<file path="config.mk">
export PLATFORM = sky130hd
export DESIGN_NAME = sync_fifo_param_flat
export DESIGN_NICKNAME = d
export VERILOG_FILES = /design/src/rtl/sync_fifo_param_if.sv /design/src/rtl/sync_fifo_param.sv /design/src/flat_wrapper.sv
export SDC_FILE = /design/constraint.sdc
export NUM_CORES = 1
export LEC_CHECK = 0
export ABC_CLOCK_PERIOD_IN_PS = 6750
export CORE_MARGIN = 2
export CORE_UTILIZATION = 50
export CTS_BUF_LIST = sky130_fd_sc_hd__clkbuf_16
export DETAILED_ROUTE_END_ITERATION = 7
export GPL_TIMING_DRIVEN = 1
export PLACE_DENSITY = 0.76
export SLEW_MARGIN = 15
export SYNTH_ARGS = -nofsm -noshare
export SYNTH_HDL_FRONTEND = slang
export SYNTH_SLANG_ARGS = --single-unit
</file>
<file path="constraint.sdc">
create_clock -name clk -period 6.75 [get_ports clk]
set_input_delay 1.6875 -clock clk [delete_from_list [all_inputs] [get_ports clk]]
set_output_delay 1.6875 -clock clk [all_outputs]
set_load 0.01 [all_outputs]
</file>
<file path="src/rtl/sync_fifo_param_if.sv">
// sync_fifo_param_if: producer/consumer bundle for sync_fifo_param.
//   master : drives write, read, data_in; observes data, count and flags
//   slave  : the FIFO; drives data_out, count, status flags and error pulses
interface sync_fifo_param_if #(
    parameter int DATA_W = 8,
    parameter int DEPTH  = 16
);
    localparam int PW = $clog2(DEPTH);

    logic              write;
    logic              read;
    logic [DATA_W-1:0] data_in;
    logic [DATA_W-1:0] data_out;
    logic              full;
    logic              empty;
    logic              almost_full;
    logic              almost_empty;
    logic [PW:0]       count;
    logic              overflow;
    logic              underflow;

    modport master (
        output write, read, data_in,
        input  data_out, full, empty, almost_full, almost_empty,
               count, overflow, underflow
    );

    modport slave (
        input  write, read, data_in,
        output data_out, full, empty, almost_full, almost_empty,
               count, overflow, underflow
    );
endinterface

</file>
<file path="src/rtl/sync_fifo_param.sv">
// sync_fifo_param: single-clock FIFO with parametrised width/depth, occupancy
// count, almost-full/almost-empty thresholds and one-cycle overflow/underflow
// pulses.
//   clk   : rising-edge clock for all state
//   reset : synchronous, active-high; wins over read/write in the same cycle
//   bus   : sync_fifo_param_if.slave (write/read/data_in in; data_out, count,
//           full, empty, almost_full, almost_empty, overflow, underflow out)
module sync_fifo_param #(
    parameter int DATA_W   = 8,
    parameter int DEPTH    = 16,
    parameter int AF_LEVEL = DEPTH - 2,
    parameter int AE_LEVEL = 2
) (
    input  logic              clk,
    input  logic              reset,
    sync_fifo_param_if.slave  bus
);
    localparam int PW = $clog2(DEPTH);

    logic [DATA_W-1:0] mem [DEPTH];
    logic [PW-1:0]     wp;
    logic [PW-1:0]     rp;
    logic [PW:0]       count_q;
    logic [DATA_W-1:0] data_out_q;
    logic              overflow_q;
    logic              underflow_q;
    logic              full_c;
    logic              empty_c;
    logic              wr_ok;
    logic              rd_ok;

    // Flags decode only the registered count, so acceptance never depends on
    // the other request in the same cycle.
    assign full_c  = (count_q == (PW+1)'(DEPTH));
    assign empty_c = (count_q == '0);
    assign wr_ok   = bus.write && !full_c;
    assign rd_ok   = bus.read  && !empty_c;

    // Storage is deliberately left out of reset.
    always_ff @(posedge clk) begin
        if (!reset && wr_ok) begin
            mem[wp] <= bus.data_in;
        end
    end

    always_ff @(posedge clk) begin
        if (reset) begin
            wp          <= '0;
            rp          <= '0;
            count_q     <= '0;
            data_out_q  <= '0;
            overflow_q  <= 1'b0;
            underflow_q <= 1'b0;
        end else begin
            overflow_q  <= bus.write && full_c;
            underflow_q <= bus.read  && empty_c;
            if (wr_ok) begin
                wp <= wp + 1'b1;
            end
            if (rd_ok) begin
                rp         <= rp + 1'b1;
                data_out_q <= mem[rp];
            end
            case ({wr_ok, rd_ok})
                2'b10:   count_q <= count_q + 1'b1;
                2'b01:   count_q <= count_q - 1'b1;
                default: count_q <= count_q;
            endcase
        end
    end

    assign bus.data_out     = data_out_q;
    assign bus.count        = count_q;
    assign bus.full         = full_c;
    assign bus.empty        = empty_c;
    assign bus.almost_full  = (count_q >= (PW+1)'(AF_LEVEL));
    assign bus.almost_empty = (count_q <= (PW+1)'(AE_LEVEL));
    assign bus.overflow     = overflow_q;
    assign bus.underflow    = underflow_q;
endmodule

</file>
<file path="src/flat_wrapper.sv">
// flat-port wrapper written by rule: the top's interface ports become plain ports
module sync_fifo_param_flat 
#(
    parameter int DATA_W   = 8,
    parameter int DEPTH    = 16,
    parameter int AF_LEVEL = DEPTH - 2,
    parameter int AE_LEVEL = 2
)
  (clk, reset, bus_write, bus_read, bus_data_in, bus_data_out, bus_full, bus_empty, bus_almost_full, bus_almost_empty, bus_count, bus_overflow, bus_underflow);
  sync_fifo_param_if #(.DATA_W(DATA_W), .DEPTH(DEPTH)) bus_i ();
  input  logic clk;
  input  logic reset;
  input wire logic [$bits(bus_i.write)-1:0] bus_write;
  input wire logic [$bits(bus_i.read)-1:0] bus_read;
  input wire logic [$bits(bus_i.data_in)-1:0] bus_data_in;
  output wire logic [$bits(bus_i.data_out)-1:0] bus_data_out;
  output wire logic [$bits(bus_i.full)-1:0] bus_full;
  output wire logic [$bits(bus_i.empty)-1:0] bus_empty;
  output wire logic [$bits(bus_i.almost_full)-1:0] bus_almost_full;
  output wire logic [$bits(bus_i.almost_empty)-1:0] bus_almost_empty;
  output wire logic [$bits(bus_i.count)-1:0] bus_count;
  output wire logic [$bits(bus_i.overflow)-1:0] bus_overflow;
  output wire logic [$bits(bus_i.underflow)-1:0] bus_underflow;
  assign bus_i.write = bus_write;
  assign bus_i.read = bus_read;
  assign bus_i.data_in = bus_data_in;
  assign bus_data_out = bus_i.data_out;
  assign bus_full = bus_i.full;
  assign bus_empty = bus_i.empty;
  assign bus_almost_full = bus_i.almost_full;
  assign bus_almost_empty = bus_i.almost_empty;
  assign bus_count = bus_i.count;
  assign bus_overflow = bus_i.overflow;
  assign bus_underflow = bus_i.underflow;
  sync_fifo_param #(.DATA_W(DATA_W), .DEPTH(DEPTH), .AF_LEVEL(AF_LEVEL), .AE_LEVEL(AE_LEVEL)) u_core (.clk(clk), .reset(reset), .bus(bus_i));
endmodule
</file>
# == Word level (Yosys, flattened, before mapping) ==
# Memories as Yosys holds them, arrays and structs flattened. A register that Yosys moved wholly into a read port is not among the register bits.
# Index checks and enable logic that the tools add are counted.
# totals
input_bits,12
word_cells,28
regBits,15
ram_bits,128
output_inout_bits,19
memories,1
# memory_table
name,depth,word_bits,read_ports,rd_clocked_by_memory_dff,write_ports,line,rtl
u_core.mem,16,8,1,1,1,sync_fifo_param.sv:20,logic [DATA_W-1:0] mem [DEPTH];
# op_classes
n_reduce_logical,10
n_lt_le_gt_ge,2
n_mux,3
addsub,4
n_eq_ne,3
# ops
cell,count
$pmux W5 S2,1
$add A4 B1 Y4 const B,2
$add A5 B1 Y5 const B,1
$eq A5 B5 Y1 const B,1
$ge A5 B4 Y1 const B,1
$le A5 B2 Y1 const B,1
$logic_and A1 B1 Y1,5
$logic_not A5 Y1,1
$sub A5 B1 Y5 const B,1
$logic_not A1 Y1,3
$eq A2 B1 Y1 const B,1
$eq A2 B2 Y1 const B,1
$mux W1,2
$reduce_bool A2 Y1,1

# == Longest topological paths before layout ==
# Gate-level depths: netlist (run 1).
# logic_depth
depth_word,6
mapped_depth,12
ltp_nobuf,10

# == Least setup slack after synthesis (run 1) ==
# No wires, ideal clock.
# synth_path
path_kind,in2reg
start,input bus_write
end,register u_core.count_q[4] (netlist: u_core.bus.count[4])
path_buffers,1
arrival_time_ns,3.517
required_time_ns,6.629
setup_ns,0.121
slack_ns,3.113
stages,11
cell_sequence,inv_1 > a21oi_1 > inv_1 > ha_1 > buf_2 > xor2_1 > ha_1 > nand2_1 > a31oi_1 > a221oi_1 > mux2_2
# synth_via
elab_chain_cells,3
word_cells_on_any_way,5
cone_classes,eq/ne (2); mux (1); reduce/logical (2)
# synth_lines
item,line,rtl
"start, declared",flat_wrapper.sv:13,input wire logic [$bits(bus_i.write)-1:0] bus_write;
$logic_and A1 B1 Y1 (*),sync_fifo_param.sv:36,assign wr_ok = bus.write && !full_c;
$eq A2 B1 Y1 or $eq A2 B2 Y1 (tied branches),sync_fifo_param.sv:64,"case ({wr_ok, rd_ok})"
$pmux W5 S2 or $reduce_bool A2 Y1 (tied branches),-,
"end signal, assigned",sync_fifo_param.sv:65,2'b10: count_q <= count_q + 1'b1;
"end signal, assigned",sync_fifo_param.sv:66,2'b01: count_q <= count_q - 1'b1;
"end signal, assigned",sync_fifo_param.sv:67,default: count_q <= count_q;
"end, declared",sync_fifo_param.sv:23,logic [PW:0] count_q;
# Every way passes the cells marked *; elsewhere a longest branch is shown, timed or not.
# A chain may end at the register's enable or synchronous reset.

# == Worst setup path in the final report (run 1) ==
# Ends and elaborated chain as after synthesis.

==> impl_results.md, run 1 <==
* CTS tree: built
* Post-synth ARST share at 0
* Fillers at 841
* Syn Inst Count at 345
* Setup tns final at 0 ns
* DR iter-0 viols at 266
* Initial Util at 0.512
* Arrival time at the worst endpoint at 4.38 ns
* Die Height at 115 um
* Worst slew pin tran at 1.20 ns
* CP max stage cell: clkdlybuf4s50_1
* DP HPWL at 7.12 mm
* Worst setup SP type: input pin
* # diodes at 0
* Yosys cell types at 45
* H-tree depth at 4
* DR vias/cell at 5.98
* Initial antenna violation count at 0
* Fmax at 0.245 GHz
* Final min period at 4.08 ns
* Fin nets at 395
* Core Rows at 40
* Core Region at 12000 um^2
* Worst R2R Setup Slack at 3.42 ns
* Drt wl/cell at 21.4 um
* First-pass GRT wire length at 17.9 mm
* Post-CTS sizing at 0
* VDD IR max at 335 uV
* Syn_nets at 365
* Max-cap violation count at 0
* Outcome: completed
* CTS Sinks at 151
* Clock skew at 0.0102 ns
* Final wirelength at 11.4 mm
* Port Buffers at 30
* Ys Warns at 0
* Pwr Density at 361 nW/um^2
* Residual DRC at 0
* Crit-path max cell delay at 0.53 ns
* Layout cell share with drive strength beyond 1 at 0.206
* Final Setup Violations at 0
* Ratio of final minimum period to clock period at 0.604
* CTS max path bufs at 2
* I/O pin count at 31
* Final hold violations at 0
* Worst skew pair latency at 0.42 ns
* Synth Flop Type: edfxtp_1
* Avg Cell Area, Syn at 17.7 um^2
* Critical Path Fanout Max at 11
* P_leak at 2.31 nW
* Crit-path leading delay family: compound AO/OA/AOI/OAI gates
* CP Data Required Time at 7.06 ns
* Max Slew Vio Count at 0
* Register bit total from synthesis at 151
* Critical path class: input pin to flop
* GRT overflow at 0
* FF-to-FF Start: u_core.bus.count[1]$_SDFFE_PP0P_
* Mapped Area at 6120 um^2
* Crit-path cells: clkdlybuf4s50_1 -> inv_1 -> a21oi_1 -> inv_1 -> ha_1 -> ha_1 -> a31o_2 -> a221oi_1 -> mux2_2
* Min-delay src: u_core.rp[3]$_SDFFE_PP0N_
* Buf/Inv on CP at 3
* GRT Overall Usage at 0.191
* Hold_buf cts at 0
* Vias at 3200
* Hold Worst Slack at 0.542 ns
* Reg2reg path depth at 8
* GPL Wtd Cong at 0.794
* # Post-CTS Setup Buffers at 0
* Vias in the first global route at 3152
* Drt pass-1 iters at 5
* Util after Layout at 0.598
* Area grow syn2layout at 16.8%
* Sequential fraction of the synthesis area at 0.703
* Crit. End Element: flop
* WHS Endpoint: u_core.rp[3]$_SDFFE_PP0N_
* Largest net degree at the start of global routing at 36
* R2r endpoint: u_core.bus.count[4]$_SDFFE_PP0P_
* Num CTS Buffers at 17
* Multi-input gate area at 1700 um^2
* Hold Crit Class: flop to flop
* Hold depth at 2
* Rel. slew slack at 0.201
* Die area at 13100 um^2
* Number of flops mapped to enable cells by yosys at 128
* CTS clk-pin slew, worst paths at 0.06 ns
* RSZ-0062 raised after global routing: no
* Clk root buf: clkbuf_16
* Die W at 115 um
* Storage cell area at 4310 um^2
* Post-route ant nets at 0
==> cells by family (layout without fill, tap and decap cells) <==
kind of cell | after synthesis | in the layout | synth area share
flops | 151 | 151 | 0.703
xor+xnor | 7 | 7 | 0.0100
fa+ha+maj | 8 | 8 | 0.0164
compound gates | 28 | 28 | 0.0364
simple gates | 70 | 70 | 0.0601
buf+inv | 29 | 72 | 0.0233
mux | 52 | 52 | 0.151
==> worst register-to-register path, delay by kind of cell (launching register included) <==
kind | cells | cell delay [ns]
multiplexers | 1 | 0.37
AO/OA/AOI/OAI | 3 | 0.95
buffers and inverters | 1 | 0.13
adder cells (fa/ha/maj) | 2 | 0.75
AND/OR/NAND/NOR | 1 | 0.61
flip-flops | 1 | 0.42
==> cell usage in the layout (no fill, tap or decap), types with 4 or more instances in the layout <==
cell type and n:
clkbuf_16 17, clkdlybuf4s50_1 30, dfxtp_1 22, edfxtp_1 128
ha_1 8, inv_1 7, mux2i_1 18, mux4_2 32
nand2_1 12, nand3b_1 8, nor2_1 25, nor3_2 4
o221ai_1 8, xor2_1 4
==> metrics by stage <==
stage	cell area [um^2]	std cells	setup WS, ns	power (mW)
after floorplan	6120	345	3.11	1.45
after global placement	6510	503	2.28	1.61
after detailed placement	6520	503	2.21	1.62
after CTS	7140	535	2.64	2.60
after global routing	7150	535	2.53	2.69
final	7150	535	2.67	2.58
==> layer usage <==
layer / share of wire / wire length (um) / track usage
met1: 0.40 / 4610 / 0.248
met2: 0.50 / 5690 / 0.309
met3: 0.091 / 1040 / 0.0699
met4: 0.0081 / 93 / 0.0496
met5: 0 / 0 / 0
==> worst max path at each step <==
stage	from	end	slack, ns	cells past startpoint
floorplan	bus_write	u_core.bus.count[4]$_SDFFE_PP0P_	3.11	11
global placement	reset	u_core.mem[3][7]$_DFFE_PP_	2.28	5
detailed placement	reset	u_core.mem[0][0]$_DFFE_PP_	2.21	5
CTS	reset	u_core.mem[0][4]$_DFFE_PP_	2.64	5
global route	bus_write	u_core.bus.count[4]$_SDFFE_PP0P_	2.53	9
finish	bus_write	u_core.bus.count[4]$_SDFFE_PP0P_	2.67	9
==> layout make-up <==
type / count / area share
Sequential cell: 151 / 0.602
Multi-Input combinational cell: 165 / 0.237
Clock buffer: 17 / 0.0595
Timing Repair Buffer: 33 / 0.0451
Clock inverter: 15 / 0.0271
Tap cell: 147 / 0.0257
Inverter: 7 / 0.00367
==> Yosys cell counts, types with 4 or more instances <==
library cell	number	share of area
buf_2	9	0.0074
clkbuf_1	7	0.0043
dfxtp_1	23	0.075
edfxtp_1	128	0.63
ha_1	8	0.016
inv_1	6	0.0037
mux2i_1	18	0.029
mux4_2	32	0.12
nand2_1	12	0.0074
nand3b_1	8	0.0098
nor2_1	25	0.015
nor3_1	7	0.0057
o221ai_1	8	0.011
xor2_1	4	0.0057
==> state kept, by name, indices dropped and copies added (netlist names) <==
register	cells
u_core.bus.data_out	8
u_core.bus.overflow	1
u_core.rp	4
u_core.bus.count	5
u_core.bus.underflow	1
u_core.mem	128
u_core.wp	4
==> power by group <==
group          total [mW]  leakage [nW]  internal (mW)  switching, mW
Sequential           1.13          1.34           1.06         0.0697
Clock               0.975         0.298          0.591          0.384
Combinational       0.477         0.669          0.245          0.231
Total                2.58          2.31           1.90          0.685
(Power assumes the default switching activity.)
==> run 2: changes to the inputs <==
--- a/config.mk
+++ b/config.mk
@@ -5,13 +5,13 @@
 export SDC_FILE = /design/constraint.sdc
 export NUM_CORES = 1
 export LEC_CHECK = 0
-export ABC_CLOCK_PERIOD_IN_PS = 6750
+export ABC_CLOCK_PERIOD_IN_PS = 3600
 export CORE_MARGIN = 2
 export CORE_UTILIZATION = 50
 export CTS_BUF_LIST = sky130_fd_sc_hd__clkbuf_16
 export DETAILED_ROUTE_END_ITERATION = 7
 export GPL_TIMING_DRIVEN = 1
-export PLACE_DENSITY = 0.76
+export PLACE_DENSITY = 0.79
 export SLEW_MARGIN = 15
 export SYNTH_ARGS = -nofsm -noshare
 export SYNTH_HDL_FRONTEND = slang
==> constraint.sdc (replaced) <==
create_clock -name clk -period 3.6 [get_ports clk]
set_input_delay 0.9 -clock clk [delete_from_list [all_inputs] [get_ports clk]]
set_output_delay 0.9 -clock clk [all_outputs]
set_load 0.01 [all_outputs]
==> run 2 against run 1 <==
Wire length is 4.1% higher. Non-clock buffer count is 24 higher. Register-to-register slack worse by 3.1 ns. Global-route usage is 1.1 points higher. Critical path type is now flop to flop. Highest routed layer unchanged.
==> impl_results.md, run 2 (synthesized netlist as in run 1, its figures left out) <==
* Drt pass-1 iters at 4 (-1)
* Min-delay src: u_core.rp[3]$_SDFFE_PP0N_
* Initial antenna violation count at 0 (unchanged)
* Initial Util at 0.512 (unchanged)
* Worst R2R Setup Slack at 0.36 ns (-3.06 ns)
* Drt wl/cell at 21.3 um (-0.34%)
* Storage cell area at 4310 um^2 (unchanged)
* Core Rows at 40 (unchanged)
* CTS clk-pin slew, worst paths at 0.06 ns (about the same)
* VDD IR max at 450 uV (+34%)
* Ratio of final minimum period to clock period at 0.900
* Fillers at 859 (+2.1%)
* Post-CTS sizing at 0 (unchanged)
* Non-Filler Instances at 559 (+4.5%)
* Die area at 13100 um^2 (unchanged)
* Vias in the first global route at 3329 (+5.6%)
* GPL Wtd Cong at 0.802 (+1.1%)
* Finished layout cell area at 7250 um^2 (+1.3%)
* Setup tns final at 0 ns (unchanged)
* Final setup margin at 0.361 ns (-2.31 ns)
* CTS max path bufs at 2 (unchanged)
* Outcome: completed
* CTS Sinks at 151 (unchanged)
* Area grow syn2layout at 18.4%
* Die W at 115 um (unchanged)
* Vias at 3237 (+1.2%)
* Final Setup Violations at 0 (unchanged)
* CTS tree: built
* H-tree depth at 4 (unchanged)
* Placed Cells incl. Taps at 527 (+4.8%)
* DR vias/cell at 5.79 (-3.2%)
* Clock skew at 0.00578 ns (-0.00438 ns)
* Layout cell share with drive strength beyond 1 at 0.233 (+0.0268)
* Hold Crit Class: flop to flop
* Largest net degree at the start of global routing at 30 (-17%)
* RSZ-0062 raised after global routing: no
* Max Slew Vio Count at 0 (unchanged)
* Worst skew pair latency at 0.41 ns (about the same)
* Final hold violations at 0 (unchanged)
* Residual DRC at 0 (unchanged)
* # diodes at 0 (unchanged)
* Num CTS Buffers at 17 (unchanged)
* R2r endpoint: u_core.bus.count[4]$_SDFFE_PP0P_
* GRT Overall Usage at 0.203 (+0.0114)
* # Post-CTS Setup Buffers at 0 (unchanged)
* Port Buffers at 30 (unchanged)
* Max-cap violation count at 0 (unchanged)
* P_leak at 2.40 nW (+4.0%)
* Multi-input gate area at 1680 um^2 (-1.2%)
* Most common cell after layout, fill and taps aside: edfxtp_1
* Rel. slew slack at 0.352 (+0.152)
* Util after Layout at 0.606 (+0.00784)
* CP Data Required Time at 3.90 ns (-3.16 ns)
* Clk root buf: clkbuf_16
* Pwr Density at 642 nW/um^2 (+78%)
* DP Area at 6710 um^2 (+2.8%)
* Worst slew pin tran at 0.970 ns (-0.227 ns)
* Final min period at 3.24 ns
* WHS Endpoint: u_core.rp[3]$_SDFFE_PP0N_
* DP HPWL at 7.44 mm (+4.5%)
* FF-to-FF Start: u_core.bus.count[0]$_SDFFE_PP0P_
* Commonest non-fill, non-tap cells in the layout: edfxtp_1 (128), mux4_2 (32), clkdlybuf4s50_1 (30), buf_4 (26), nor2_1 (25)
* Core Region at 12000 um^2 (unchanged)
* Worst setup SP type: flop
* Arrival time at the worst endpoint at 3.54 ns (-0.84 ns)
* Fmax at 0.309 GHz
* Die Height at 115 um (unchanged)
* Hold_buf cts at 0 (unchanged)
* Hold depth at 2 (unchanged)
* Max reg flops at 128 (unchanged)
* Top reg by flops: u_core.mem
* Reg2reg path depth at 8 (unchanged)
* Dpl ws at 0.154 ns (-2.05 ns)
* Critical Path Fanout Max at 13 (+2)
* Critical path class: flop to flop
* I/O pin count at 31 (unchanged)
* First-pass GRT wire length at 18.8 mm (+4.8%)
* Post-route ant nets at 0 (unchanged)
* Crit. End Element: flop
* DR iter-0 viols at 403 (+52%)
* Final wirelength at 11.9 mm (+4.1%)
* GRT overflow at 0 (unchanged)
* Fin nets at 419 (+6.1%)
## run 2: cell types whose count changed in the layout (fill, tap and decap cells not counted), moves of 3 or more
| cell | change |
|---|---|
| buf_4 | +23 |
| nor3_1 | +4 |
| nor3_2 | -4 |
| clkinv_2 | +3 |
| inv_8 | -3 |
## run 2: through the flow
stage / total power, mW / hold slack (ns)
2_1_floorplan: 2.72 / 0.483
3_3_place_gp: 3.05 / 0.507
3_5_place_dp: 3.08 / 0.505
4_1_cts: 4.69 / 0.518
5_1_grt: 4.86 / 0.571
6_report: 4.65 / 0.522
## run 2: how the worst max path moves through the flow
stage	to	start	slack [ns]
finish	u_core.bus.count[4]$_SDFFE_PP0P_	u_core.bus.count[0]$_SDFFE_PP0P_	0.36
global route	u_core.bus.count[4]$_SDFFE_PP0P_	u_core.bus.count[2]$_SDFFE_PP0P_	0.19
CTS	u_core.bus.count[4]$_SDFFE_PP0P_	u_core.bus.count[0]$_SDFFE_PP0P_	0.39
detailed placement	u_core.bus.count[4]$_SDFFE_PP0P_	bus_write	0.15
global placement	u_core.bus.count[4]$_SDFFE_PP0P_	bus_write	0.20
floorplan	u_core.bus.count[4]$_SDFFE_PP0P_	bus_write	0.75
## run 2: layer usage
metal  vias to the layer above  global-route usage  wire [um]
met5                         -                   0          0
met4                         0              0.0780        178
met3                        19              0.0582        859
met2                       110               0.321       6000
met1                      1623               0.268       4870
li1                       1485                   -          -
## run 2: worst max-delay path, cell delays in order, from the launching register on
cell and delay (ns):
dfxtp_1 0.38, or4_4 0.62, o21ai_4 0.37, inv_2 0.12
ha_1 0.31, ha_1 0.39, a31o_2 0.26, a221oi_1 0.30
mux2_2 0.37
## run 2: layout make-up
type	instances	area share
Clock inverter	15	0.0159
Tap cell	147	0.0254
Clock buffer	17	0.0587
Inverter	7	0.00363
Multi-Input combinational cell	165	0.231
Sequential cell	151	0.594
Timing Repair Buffer	57	0.0711
## run 2: power by group
| part | internal [mW] | switching, mW | total [mW] |
|---|---|---|---|
| Sequential | 1.99 | 0.122 | 2.11 |
| Clock | 0.939 | 0.656 | 1.59 |
| Combinational | 0.482 | 0.460 | 0.942 |
==> run 3: changes to the inputs <==
--- a/config.mk
+++ b/config.mk
@@ -10,9 +10,10 @@
 export CORE_UTILIZATION = 50
 export CTS_BUF_LIST = sky130_fd_sc_hd__clkbuf_16
 export DETAILED_ROUTE_END_ITERATION = 7
+export DONT_BUFFER_PORTS = 1
 export GPL_TIMING_DRIVEN = 1
-export PLACE_DENSITY = 0.79
-export SLEW_MARGIN = 15
+export PLACE_DENSITY = 0.76
+export REMOVE_ABC_BUFFERS = 1
 export SYNTH_ARGS = -nofsm -noshare
 export SYNTH_HDL_FRONTEND = slang
 export SYNTH_SLANG_ARGS = --single-unit
==> run 3 against run 2 <==
Sequential power about the same. Core utilization decreased by 2.7 points. Fmax increased by 1.1%. Critical path type unchanged. Largest power group unchanged. Global-route usage decreased by 0.82 points. Critical endpoint unchanged. Critical path depth unchanged. Count of clock-buffer cells in the layout unchanged.
==> impl_results.md, run 3 (synthesized netlist as in run 1, its figures left out) <==
* Outcome: completed
* Fillers at 862 (+0.35%)
* VDD IR max at 424 uV (-5.9%)
* Drt wl/cell at 22.2 um (+4.1%)
* P_leak at 2.26 nW (-5.8%)
* Area grow syn2layout at 13.1%
* Switch share at 0.276 (+0.0103)
* Fmax at 0.312 GHz (+1.1%)
* Port Buffers at 0 (-100%)
* Final wirelength at 11.6 mm (-2.6%)
* Max Slew Vio Count at 0 (unchanged)
* Buf/Inv on CP at 1 (unchanged)
* Residual DRC at 0 (unchanged)
* Crit-path cells: nor4_1 -> a21oi_1 -> inv_1 -> ha_1 -> ha_1 -> a31o_2 -> a221oi_1 -> mux2_2
* Seq pwr share at 0.470 (+0.015)
* R2r endpoint: u_core.bus.count[4]$_SDFFE_PP0P_
* DR iter-0 viols at 230 (-43%)
* CP Data Required Time at 3.90 ns (about the same)
* Layout cell share with drive strength beyond 1 at 0.247 (+0.0143)
* Worst R2R Setup Slack at 0.40 ns (+0.04 ns)
* Worst setup SP type: flop
* CP max stage cell: nor4_1
* Most common cell after layout, fill and taps aside: edfxtp_1
* Die area at 13100 um^2 (unchanged)
* Critical path class: flop to flop
* RSZ-0062 raised after global routing: no
* Hold_buf cts at 0 (unchanged)
* Post-CTS sizing at 0 (unchanged)
* Critical Path Fanout Max at 12 (-1)
* Pwr Density at 654 nW/um^2 (+2.0%)
* Initial antenna violation count at 0 (unchanged)
* Initial Util at 0.512 (unchanged)
* Core Rows at 40 (unchanged)
* Setup tns final at 0 ns (unchanged)
* Hold depth at 2 (unchanged)
* Crit-path max cell delay at 0.63 ns (about the same)
* WHS Endpoint: u_core.rp[3]$_SDFFE_PP0N_
* GPL Wtd Cong at 0.912 (+14%)
* Worst slew pin tran at 0.829 ns (-0.141 ns)
* CP most frequent cell: ha_1
* Max-cap violation count at 0 (unchanged)
* Finished layout cell area at 6920 um^2 (-4.5%)
* Cell internal pwr at 3.28 mW (-4.0%)
* Commonest non-fill, non-tap cells in the layout: edfxtp_1 (128), mux4_2 (32), nor2_1 (25), dfxtp_1 (22), buf_4 (21)
* FF-to-FF Start: u_core.bus.count[2]$_SDFFE_PP0P_
* CTS max path bufs at 2 (unchanged)
* Arrival time at the worst endpoint at 3.50 ns (-0.04 ns)
* Num CTS Buffers at 17 (unchanged)
* Die W at 115 um (unchanged)
* Vias at 3103 (-4.1%)
* Clock skew at 0.0104 ns (+0.00460 ns)
* Core Region at 12000 um^2 (unchanged)
* H-tree depth at 4 (unchanged)
* Final min period at 3.20 ns (-0.0352 ns)
* Min-delay src: u_core.rp[3]$_SDFFE_PP0N_
* Fin nets at 383 (-8.6%)
* Gate power share at 0.154 (-0.049)
* Crit-path leading delay family: compound AO/OA/AOI/OAI gates
* First-pass GRT wire length at 18.2 mm (-3.1%)
* Hold Crit Class: flop to flop
* Storage cell area at 4310 um^2 (unchanged)
* Final Setup Violations at 0 (unchanged)
* CTS tree: built
* Clock power frac at 0.376 (+0.033)
* Crit. End Element: flop
* Vias in the first global route at 3291 (-1.1%)
* # Post-CTS Setup Buffers at 0 (unchanged)
* Final hold violations at 0 (unchanged)
* I/O pin count at 31 (unchanged)
* Largest net degree at the start of global routing at 35 (+17%)
* Max reg flops at 128 (unchanged)
* Ratio of final minimum period to clock period at 0.890 (-0.00978)
* Multi-input gate area at 1680 um^2 (unchanged)
* CTS Sinks at 151 (unchanged)
* Rel. slew slack at 0.433 (+0.0806)
* Die Height at 115 um (unchanged)
* Top reg by flops: u_core.mem
* Post-route ant nets at 0 (unchanged)
* Clk root buf: clkbuf_16
* GRT Overall Usage at 0.194 (-0.00818)
* DP HPWL at 7.09 mm (-4.8%)
* DP Area at 6350 um^2 (-5.3%)
* Psw at 1.25 mW (+1.2%)
* Drt pass-1 iters at 4 (unchanged)
* # diodes at 0 (unchanged)
* Reg2reg path depth at 8 (unchanged)
* GRT overflow at 0 (unchanged)
* Worst skew pair latency at 0.42 ns (about the same)
* CTS clk-pin slew, worst paths at 0.06 ns (about the same)
* DR vias/cell at 5.93 (+2.5%)
[run 3: power by group through the flow]
stage	Clock (mW)	Combinational [mW]	Sequential (mW)
6_report	1.70	0.698	2.13
5_1_grt	1.79	0.761	2.14
4_1_cts	1.72	0.699	2.13
3_5_place_dp	0	0.691	2.17
3_3_place_gp	0	0.671	2.16
2_1_floorplan	0	0.489	2.18
[run 3: layer usage]
metal / GRT usage / routed length, um
met1: 0.240 / 4680
met5: 0 / 0
met3: 0.0482 / 707
met4: 0.0699 / 148
met2: 0.335 / 6070
[run 3: through the flow]
stage	total power [mW]	hold slack, ns	cells	setup slack (ns)	utilization
floorplan	2.67	0.477	323	0.591	-
global placement	2.83	0.495	491	0.596	0.531
detailed placement	2.86	0.512	491	0.471	0.531
CTS	4.55	0.521	523	0.456	0.579
global route	4.69	0.538	523	0.244	0.579
finish	4.53	0.518	523	0.396	0.579
[run 3: layout make-up]
class	instances	share of cell area
Sequential cell	151	0.622
Multi-Input combinational cell	165	0.242
Clock buffer	17	0.0614
Tap cell	147	0.0266
Timing Repair Buffer	21	0.0228
Clock inverter	15	0.0217
Inverter	7	0.00379
[run 3: how the worst max path moves through the flow]
stage / cells after the start / end / slack, ns / start
5_1_grt: 8 / u_core.bus.count[4]$_SDFFE_PP0P_ / 0.24 / u_core.bus.count[2]$_SDFFE_PP0P_
4_1_cts: 8 / u_core.bus.count[4]$_SDFFE_PP0P_ / 0.46 / u_core.bus.count[2]$_SDFFE_PP0P_
3_3_place_gp: 8 / u_core.bus.count[4]$_SDFFE_PP0P_ / 0.60 / bus_write
3_5_place_dp: 8 / u_core.bus.count[4]$_SDFFE_PP0P_ / 0.47 / u_core.bus.count[2]$_SDFFE_PP0P_
6_report: 8 / u_core.bus.count[4]$_SDFFE_PP0P_ / 0.40 / u_core.bus.count[2]$_SDFFE_PP0P_
2_1_floorplan: 8 / u_core.bus.count[4]$_SDFFE_PP0P_ / 0.59 / u_core.bus.count[1]$_SDFFE_PP0P_
[run 3: worst register-to-register path, cell delays in order (launching register included)]
cell	delay, ns
dfxtp_1	0.44
nor4_1	0.63
a21oi_1	0.26
inv_1	0.10
ha_1	0.38
ha_1	0.36
a31o_2	0.25
a221oi_1	0.31
mux2_2	0.36
==> variant (flow settings as in run 3) <==
`DATA_W` is set to 8 in 3 places; all go to 9.
--- a/src/rtl/sync_fifo_param_if.sv
+++ b/src/rtl/sync_fifo_param_if.sv
@@ -2,7 +2,7 @@
 //   master : drives write, read, data_in; observes data, count and flags
 //   slave  : the FIFO; drives data_out, count, status flags and error pulses
 interface sync_fifo_param_if #(
-    parameter int DATA_W = 8,
+    parameter int DATA_W = 9,
     parameter int DEPTH  = 16
 );
     localparam int PW = $clog2(DEPTH);
--- a/src/rtl/sync_fifo_param.sv
+++ b/src/rtl/sync_fifo_param.sv
@@ -6,7 +6,7 @@
 //   bus   : sync_fifo_param_if.slave (write/read/data_in in; data_out, count,
 //           full, empty, almost_full, almost_empty, overflow, underflow out)
 module sync_fifo_param #(
-    parameter int DATA_W   = 8,
+    parameter int DATA_W   = 9,
     parameter int DEPTH    = 16,
     parameter int AF_LEVEL = DEPTH - 2,
     parameter int AE_LEVEL = 2
--- a/src/flat_wrapper.sv
+++ b/src/flat_wrapper.sv
@@ -1,7 +1,7 @@
 // flat-port wrapper written by rule: the top's interface ports become plain ports
 module sync_fifo_param_flat 
 #(
-    parameter int DATA_W   = 8,
+    parameter int DATA_W   = 9,
     parameter int DEPTH    = 16,
     parameter int AF_LEVEL = DEPTH - 2,
     parameter int AE_LEVEL = 2
Interface: changed (resized bus_data_in and bus_data_out); port bits go from 31 to 33. The function was not compared with the original's and may differ.
==> variant against run 3 <==
Critical path depth stayed put; first-iteration DRC count is 0.43% lower; largest power group unchanged; non-clock buffer count is 1 lower; critical endpoint unchanged; total power is 5.5% higher; synthesized cell count is 7.2% higher; maximum frequency is 1.3% higher; cell area is 9.3% higher; sequential cell count is 17 higher; routed wire length is 8.2% higher; hold slack better by 19 ps; worst setup slack better by 41 ps; synthesized area is 10% higher.
==> variant: results (changes against run 3) <==
synthesis:
  synthFlopType: "edfxtp_1"
  seq_area_frac_synth_pct: 71.20  # +0.90 points
  avgSynthCellArea_um2: 18.24  # +2.8%
  synth_common_cells: "144 x edfxtp_1, 36 x mux4_2, 25 x nor2_1"
  yosysWarnings: 0  # unchanged
  synth_edf_count: 144  # +13%
  synth_area_leaders: "edfxtp_1 64%, mux4_2 12%, dfxtp_1 7.1%"
cts:
  cts-root-buf: "clkbuf_16"
  cts_setup_buffers: 0  # unchanged
  cts_resized: 0  # unchanged
pwr:
  p_int_uw: 3504  # +6.9%
  vdd_ir_drop_max_v: 0.0004010  # -5.4%
  p_leak_uw: 0.002418  # +7.0%
worst_hold_path:
  min_path_type: "input pin to flip-flop"
  hold_path_depth: 1  # -1
place:
  placed_cells: 544  # +11%
  place_area_um2: 7018  # +11%
  gp_congestion: 0.8211  # -9.9%
  place_hpwl_um: 7750  # +9.3%
layout:
  fillers: 963  # +12%
  final_cell_count_no_fill: 575  # +9.9%
  fin_nets: 408  # +6.5%
  num_antenna_cells: 0  # unchanged
  largest_reg_flops: 144  # +13%
  drive_above_1_share_pct: 23.31  # -1.4 points
routing:
  num_vias: 3365  # +8.4%
  drtIter0Drc: 229  # -0.43%
  post_drt_wl_per_cell_um: 21.84  # -1.6%
sta:
  max-slew-margin-rel_pct: 38.58  # -4.7 points
  fin_skew_ps: 8.605  # -1.770 ps
grt:
  grt_pass1_vias: 3523  # +7.0%
  globalRouteTotalUtil_pct: 19.44  # about the same
  grt_pass1_wl_um: 20050  # +10%
  grt_max_degree: 39  # +11%
critical_path:
  crit_fanout: 12  # unchanged
run_status:
  outcome: "complete, no violations"
variant: changes by cell type in the layout (fill, tap and decap cells not counted), sizes merged:
| cell | change |
|---|---|
| o221ai | +1 |
| inv | -2 |
| mux4 | +4 |
| clkinvlp | +1 |
| edfxtp | +16 |
| mux2i | +2 |
| buf | -1 |
| dfxtp | +1 |
| nand3b | +1 |
variant: power groups by stage:
stage | logic, µW | registers, µW | clock network [µW]
floorplan | 517 | 2420 | 0
global placement | 672 | 2440 | 0
detailed placement | 690 | 2460 | 0
CTS | 698 | 2410 | 1710
global route | 763 | 2430 | 1780
finish | 690 | 2410 | 1670
variant: area by class of cell:
type / count / share of cell area (%)
tap: 176 / 2.911
timing repair buffer: 20 / 2.150
sequential: 168 / 63.52
clock inverter: 14 / 1.621
inverter: 7 / 0.3473
multi-input combinational: 173 / 23.83
clock buffer: 17 / 5.623
variant: path summary, 6_finish.rpt:
| kind | startpoint | end | slack, ps |
|---|---|---|---|
| worst max-delay path | u_core.bus.count[1] | u_core.bus.count[4] | 440 |
| worst min-delay path | reset | u_core.rp[1] | 540 |
| worst max register to register | u_core.bus.count[1] | u_core.bus.count[4] | 440 |
| worst min register to register | u_core.rp[3] | u_core.rp[3] | 540 |
variant: metrics by stage:
step / utilization (%) / setup WS [ps]
floorplan: - / 579.8
global placement: 53.21 / 574.3
detailed placement: 53.21 / 483.0
CTS: 57.36 / 452.4
global route: 57.36 / 237.4
finish: 57.36 / 437.1
variant: critical path, cell delays in order, from the launching register on:
cell      delay (ps)
dfxtp_1          460
nor4_1           590
a21oi_1          250
inv_1            100
ha_1             360
ha_1             360
a31o_2           250
a221oi_1         300
mux2_2           370
variant: cells by family (layout without fill, tap and decap cells):
| group | after synthesis | count (layout) | synth area share [%] |
|---|---|---|---|
| buffers and inverters | 29 | 58 | 2.077 |
| muxes | 58 | 58 | 15.32 |
| and+or+nand+nor | 71 | 71 | 5.525 |
| xor gates and xnor gates | 7 | 7 | 0.9086 |
| adders and majority gates | 8 | 8 | 1.483 |
| DFF | 168 | 168 | 71.20 |
| AOI/OAI and AO/OA | 29 | 29 | 3.486 |
variant: metal layers:
metal  vias up  wire (µm)  track usage, %  part of all wire (%)
li1       1511          -               -                     -
met1      1748       4973           23.65                    40
met2        85       6483           32.21                    52
met3        21        866           6.651                   6.9
met4         0        234           7.500                   1.9
met5         -          0               0                     0
